--- config.mk ---
export PLATFORM = sky130hd
export DESIGN_NAME = mc_tag_gen
export DESIGN_NICKNAME = d
export VERILOG_FILES = /design/src/rtl/mc_pkg.sv /design/src/rtl/sweep_counter.sv /design/src/rtl/mc_tag_gen.sv
export SDC_FILE = /design/constraint.sdc
export NUM_CORES = 1
export LEC_CHECK = 0
export ABC_AREA = 1
export CORE_ASPECT_RATIO = 1.75
export CORE_MARGIN = 2
export CORE_UTILIZATION = 40
export CTS_CLUSTER_DIAMETER = 30
export DETAILED_ROUTE_END_ITERATION = 6
export PLACE_DENSITY = 0.75
export SYNTH_ARGS = -nofsm -noshare
export SYNTH_HDL_FRONTEND = slang
export SYNTH_SLANG_ARGS = --single-unit
--- constraint.sdc ---
create_clock -name clk -period 3.9 [get_ports clk]
set_clock_uncertainty 0.15 [all_clocks]
set_input_delay 0.975 -clock clk [delete_from_list [all_inputs] [get_ports clk]]
set_output_delay 0.975 -clock clk [all_outputs]
set_load 0.005 [all_outputs]
--- src/rtl/mc_pkg.sv ---
// rtl/mc_pkg.sv - shared FSM state and tag types for the multicast tag generator
package mc_pkg;

    localparam int MC_ID_WIDTH = 4;

    typedef enum logic [1:0] {
        IDLE  = 2'd0,
        RUN   = 2'd1,
        DRAIN = 2'd2,
        DONE  = 2'd3
    } mc_state_e;

    typedef struct packed {
        logic [MC_ID_WIDTH-1:0] row_id;
        logic [MC_ID_WIDTH-1:0] col_id;
    } mc_tag_t;

    // Same comparison the multicasters apply when snooping the bus.
    function automatic logic mc_tag_match(input mc_tag_t a, input mc_tag_t b);
        return (a.row_id == b.row_id) && (a.col_id == b.col_id);
    endfunction

endpackage

--- src/rtl/sweep_counter.sv ---
// rtl/sweep_counter.sv - nested word/col/row sweep counters with clamped shadow config
module sweep_counter #(
    parameter int NUM_COL   = 4,
    parameter int ID_WIDTH  = 4,
    parameter int LEN_WIDTH = 8
) (
    input  logic                 clk,
    input  logic                 rst,
    input  logic                 load_i,
    input  logic                 adv_i,
    input  logic [ID_WIDTH-1:0]  cfg_rows_i,
    input  logic [ID_WIDTH-1:0]  cfg_cols_i,
    input  logic [LEN_WIDTH-1:0] cfg_len_i,
    output logic [ID_WIDTH-1:0]  row_cnt_o,
    output logic [ID_WIDTH-1:0]  col_cnt_o,
    output logic                 last_o
);

    localparam logic [ID_WIDTH-1:0] MAX_COLS = ID_WIDTH'(NUM_COL);

    logic [ID_WIDTH-1:0]  rows_q, rows_d, cols_q, cols_d;
    logic [LEN_WIDTH-1:0] len_q, len_d;
    logic [ID_WIDTH-1:0]  row_q, row_d, col_q, col_d;
    logic [LEN_WIDTH-1:0] word_q, word_d;
    logic [ID_WIDTH-1:0]  rows_c, cols_c;
    logic [LEN_WIDTH-1:0] len_c;
    logic                 word_last, col_last, row_last;

    // A zero count still means one destination; columns cannot exceed the bus.
    assign rows_c = (cfg_rows_i == '0) ? ID_WIDTH'(1) : cfg_rows_i;
    assign cols_c = (cfg_cols_i == '0) ? ID_WIDTH'(1)
                  : (cfg_cols_i > MAX_COLS) ? MAX_COLS : cfg_cols_i;
    assign len_c  = (cfg_len_i == '0) ? LEN_WIDTH'(1) : cfg_len_i;

    assign word_last = (word_q == len_q - LEN_WIDTH'(1));
    assign col_last  = (col_q == cols_q - ID_WIDTH'(1));
    assign row_last  = (row_q == rows_q - ID_WIDTH'(1));
    assign last_o    = word_last & col_last & row_last;

    assign row_cnt_o = row_q;
    assign col_cnt_o = col_q;

    always_comb begin
        rows_d = rows_q;
        cols_d = cols_q;
        len_d  = len_q;
        row_d  = row_q;
        col_d  = col_q;
        word_d = word_q;
        if (load_i) begin
            rows_d = rows_c;
            cols_d = cols_c;
            len_d  = len_c;
            row_d  = '0;
            col_d  = '0;
            word_d = '0;
        end else if (adv_i) begin
            word_d = word_last ? '0 : word_q + LEN_WIDTH'(1);
            if (word_last) begin
                col_d = col_last ? '0 : col_q + ID_WIDTH'(1);
                if (col_last) begin
                    row_d = row_last ? '0 : row_q + ID_WIDTH'(1);
                end
            end
        end
    end

    always_ff @(posedge clk or posedge rst) begin
        if (rst) begin
            rows_q <= '0;
            cols_q <= '0;
            len_q  <= '0;
            row_q  <= '0;
            col_q  <= '0;
            word_q <= '0;
        end else begin
            rows_q <= rows_d;
            cols_q <= cols_d;
            len_q  <= len_d;
            row_q  <= row_d;
            col_q  <= col_d;
            word_q <= word_d;
        end
    end

endmodule

--- src/rtl/mc_tag_gen.sv ---
// rtl/mc_tag_gen.sv - stamps global-buffer words with row/col tags for the multicast bus
module mc_tag_gen
    import mc_pkg::*;
#(
    parameter int DATA_WIDTH = 16,
    parameter int NUM_COL    = 4,
    parameter int ID_WIDTH   = 4,
    parameter int LEN_WIDTH  = 8
) (
    input  logic                  clk,
    input  logic                  rstn,
    input  logic                  cfg_start,
    input  logic [ID_WIDTH-1:0]   cfg_rows,
    input  logic [ID_WIDTH-1:0]   cfg_cols,
    input  logic [LEN_WIDTH-1:0]  cfg_len,
    output logic                  busy,
    output logic                  done,
    input  logic [DATA_WIDTH-1:0] in_data,
    input  logic                  in_valid,
    output logic                  in_ready,
    output logic [DATA_WIDTH-1:0] bus_data,
    output logic [ID_WIDTH-1:0]   bus_row_id,
    output logic [ID_WIDTH-1:0]   bus_col_id,
    output logic                  bus_valid,
    input  logic                  bus_ready
);

    mc_state_e             state_q, state_d;
    logic [DATA_WIDTH-1:0] data_q, data_d;
    logic [ID_WIDTH-1:0]   row_q, row_d, col_q, col_d;
    logic                  valid_q, valid_d;
    logic [ID_WIDTH-1:0]   row_cnt, col_cnt;
    logic                  sweep_last;
    logic                  load, accept;

    assign load     = (state_q == IDLE) & cfg_start;
    assign in_ready = (state_q == RUN) & (~valid_q | bus_ready);
    assign accept   = in_valid & in_ready;

    sweep_counter #(
        .NUM_COL   (NUM_COL),
        .ID_WIDTH  (ID_WIDTH),
        .LEN_WIDTH (LEN_WIDTH)
    ) u_sweep (
        .clk        (clk),
        .rst        (rstn),
        .load_i     (load),
        .adv_i      (accept),
        .cfg_rows_i (cfg_rows),
        .cfg_cols_i (cfg_cols),
        .cfg_len_i  (cfg_len),
        .row_cnt_o  (row_cnt),
        .col_cnt_o  (col_cnt),
        .last_o     (sweep_last)
    );

    always_comb begin
        state_d = state_q;
        case (state_q)
            IDLE:    if (cfg_start) state_d = RUN;
            RUN:     if (accept && sweep_last) state_d = DRAIN;
            DRAIN:   if (!valid_q || bus_ready) state_d = DONE;
            DONE:    state_d = IDLE;
            default: state_d = IDLE;
        endcase
    end

    // Reload on acceptance even while handshaking, so the bus sees one word per cycle.
    always_comb begin
        valid_d = valid_q;
        data_d  = data_q;
        row_d   = row_q;
        col_d   = col_q;
        if (accept) begin
            valid_d = 1'b1;
            data_d  = in_data;
            row_d   = row_cnt;
            col_d   = col_cnt;
        end else if (bus_ready) begin
            valid_d = 1'b0;
        end
    end

    always_ff @(posedge clk or posedge rstn) begin
        if (rstn) begin
            state_q <= IDLE;
            valid_q <= 1'b0;
            data_q  <= '0;
            row_q   <= '0;
            col_q   <= '0;
        end else begin
            state_q <= state_d;
            valid_q <= valid_d;
            data_q  <= data_d;
            row_q   <= row_d;
            col_q   <= col_d;
        end
    end

    assign busy       = (state_q == RUN) | (state_q == DRAIN);
    assign done       = (state_q == DONE);
    assign bus_valid  = valid_q;
    assign bus_data   = data_q;
    assign bus_row_id = row_q;
    assign bus_col_id = col_q;

endmodule

==> metrics.md <==
| Metric | Value |
|---|---|
| #FFs+latches synth | 59 |
| Syn_nets | 442 |
| Outcome | finished, final reports clean |
| # fillers | 718 |
| Crit Path Max Fanout | 2 |
| Worst-path clk slew | 0.05 ns |
| Largest net degree at the start of global routing | 34 |
| TritonCTS buffer count | 9 |
| CTS sink cnt | 59 |
| Hold Fails Final Rpt | 0 |
| Antenna Cells | 0 |
| Floorplan die width | 71.4 µm |
| Type of the tightest min-delay check | reg -> reg |
| Site row count | 43 |
| Tmin final | 3.31 ns |
| Rel. slew slack | 53.0% |
| Synth Area per Inst | 8.07 µm² |
| Setup bufs post-CTS | 0 |
| RSZ-0062 raised after global routing | no |
| Sequential area share after synthesis | 46.4% |
| Initial Util | 40.8% |
| Core ar. | 7800 µm² |
| PortBufs | 64 |
| Initial antenna violation count | 0 |
| CP bufs+invs | 3 |
| Worst-margin pin slew | 0.703 ns |
| # DRC | 0 |
| WP data arrival | 2.19 ns |
| Worst slack, placed | 0.588 ns |
| Max Slew Vio Count | 0 |
| Post-DP HPWL | 5390 µm |
| Clk_lat worst skew | 0.33 ns |
| Most frequent cells in the layout | nand2_1 (134), clkdlybuf4s50_1 (64), dfrtp_1 (59) |
| Die Y | 122 µm |
| PD cells | 738 nW/µm² |
| WL per Instance | 12.8 µm |
| Boundary Pins | 65 |
| CTS resizes | 0 |
| Final Cell Area | 4210 µm² |
| First-pass GRT wire length | 12400 µm |
| Yosys Warn Count | 0 |
| Syn Inst Count | 394 |
| Worst path slowest cell | clkdlybuf4s50_1 |
| Power, Total | 3.11 mW |
| Count of cell types in the netlist | 32 |
| WS Path Type | in -> out |
| Worst reg-to-reg setup slack | 1.85 ns |
| Clock root buffer | clkbuf_16 |
| Most common cell after layout, fill and taps aside | nand2_1 |
| Post-route antenna net violation count | 0 |
| Highest clock rate | 302 MHz |
| GRT Resource Usage Total | 18.4% |
| Vias/cell | 4.88 |
| Drt first-iter violations | 156 |
| VDD IR max | 0.478 mV |
| Setup crit end kind | primary output |
| Flip-flop and latch area | 1480 µm² |
| Post-route setup slack | 0.588 ns |
| Ratio of cells with drive above 1 in the final layout | 10.6% |
| Placed cell count | 546 |
| Mapped cell area | 3180 µm² |
| Total die area | 8710 µm² |
| Post-Layout Cell Count | 560 |
| Synthesis-to-layout area growth | 32.4% |
| Critical path's top delay family | buffers and inverters |
| Final GP Congestion | 0.863 |
| Final WL | 7180 µm |
| Max_cap viols | 0 |
| Buffer levels on the longest clock path | 2 |
| Pleak | 2.12 nW |
| Most Frequent Cell on Critical Path | clkdlybuf4s50_1 |
| Critical Path, Cell by Cell | clkdlybuf4s50_1, inv_1, nand2_1, and2_1, clkdlybuf4s50_1 |
| Nets | 515 |
| Setup_tns | 0 ns |
| Pre-Repair DR Iteration Count | 4 |
| Via count | 2733 |
| Max H-tree Level | 3 |
| CP required | 2.77 ns |
| Grt total ovfl | 0 |
| Multi-input gate area | 1460 µm² |
| Vias in the first global route | 2837 |
| CTS hold repair buffers | 0 |
| Setup crit start kind | input pin |
| Critical path's largest stage delay | 0.51 ns |
| CTS tree | done |
| Final Cycle Share | 84.9% |
| Cell Area, Placed | 3940 µm² |
| # setup viols final | 0 |
logic make-up after synthesis:
group                      after synthesis  synth area share, %
DFF                                     59                 46.4
and+or+nand+nor                        197                 28.5
adders and majority gates               11                 4.33
xor gates and xnor gates                19                 5.23
AOI/OAI and AO/OA                       43                 7.75
buffers and inverters                   65                 7.75
worst min-delay path: stages, from the launching register on:
cell and delay [ns]:
dfrtp_1 0.34, nand2_1 0.05, nand2_1 0.05
area by class of cell:
| type | instances | share of cell area, % |
|---|---|---|
| repair buffers | 69 | 16.1 |
| clock buffers | 12 | 6.09 |
| flip-flops and latches | 59 | 35.1 |
| inverters | 58 | 5.17 |
| well taps | 90 | 2.67 |
| clock inverters | 2 | 0.297 |
| multi-input cells | 270 | 34.6 |
per-layer routing:
layer	part of all wire [%]	GRT usage [%]
met4	2.4	8.84
met5	0	0
met2	52	31.3
met3	4.6	4.71
met1	41	21.3
synthesized netlist by cell type, drive strengths merged:
library cell / number / area share, %
nand2: 141 / 18
dfrtp: 59 / 46
inv: 57 / 6.7
o21ai: 35 / 6.3
nor2: 22 / 3.7
nand3: 21 / 3.8
ha: 11 / 4.3
xor2: 11 / 3.0
xnor2: 8 / 2.2
clkbuf: 5 / 0.59
nor3: 5 / 1.1
a21oi: 4 / 0.63
nand4: 4 / 1.3
o22ai: 3 / 0.59
buf: 2 / 0.31
or2: 2 / 0.39
a31oi: 1 / 0.20
and2: 1 / 0.20
clkinv: 1 / 0.12
nor4: 1 / 0.20
state kept, by name (all words and copies together), names as in the netlist:
register,count
u_sweep.col_cnt_o,4
bus_row_id,4
u_sweep.word_q,8
bus_col_id,4
u_sweep.len_q,8
state_q,2
u_sweep.cols_q,4
bus_valid,1
u_sweep.row_cnt_o,4
u_sweep.rows_q,4
bus_data,16
power by group:
group	leakage [nW]	switching, mW	total, mW	internal [mW]
clock network	0.131	0.257	0.712	0.455
logic	1.23	0.730	1.37	0.637
registers	0.761	0.189	1.03	0.842
total	2.12	1.18	3.11	1.93
worst paths after layout:
| kind | from | to | cells past startpoint |
|---|---|---|---|
| max | bus_ready | in_ready | 5 |
| min | bus_data[12] | bus_data[12] | 2 |
| max reg2reg | u_sweep.len_q[0] | u_sweep.word_q[3] | 13 |
| min reg2reg | bus_data[12] | bus_data[12] | 2 |
| max in group asynchronous | rstn | bus_row_id[0] | 3 |
| min in group asynchronous | rstn | bus_data[0] | 2 |
per-stage QoR:
step                      hold slack, ns  utilization [%]
final                              0.329             54.0
after global routing               0.363             54.0
after CTS                          0.333             54.0
after detailed placement           0.319             50.5
after floorplan                    0.319                -
after global placement             0.314             50.5
No activity file was read; power rests on OpenSTA's default activity.
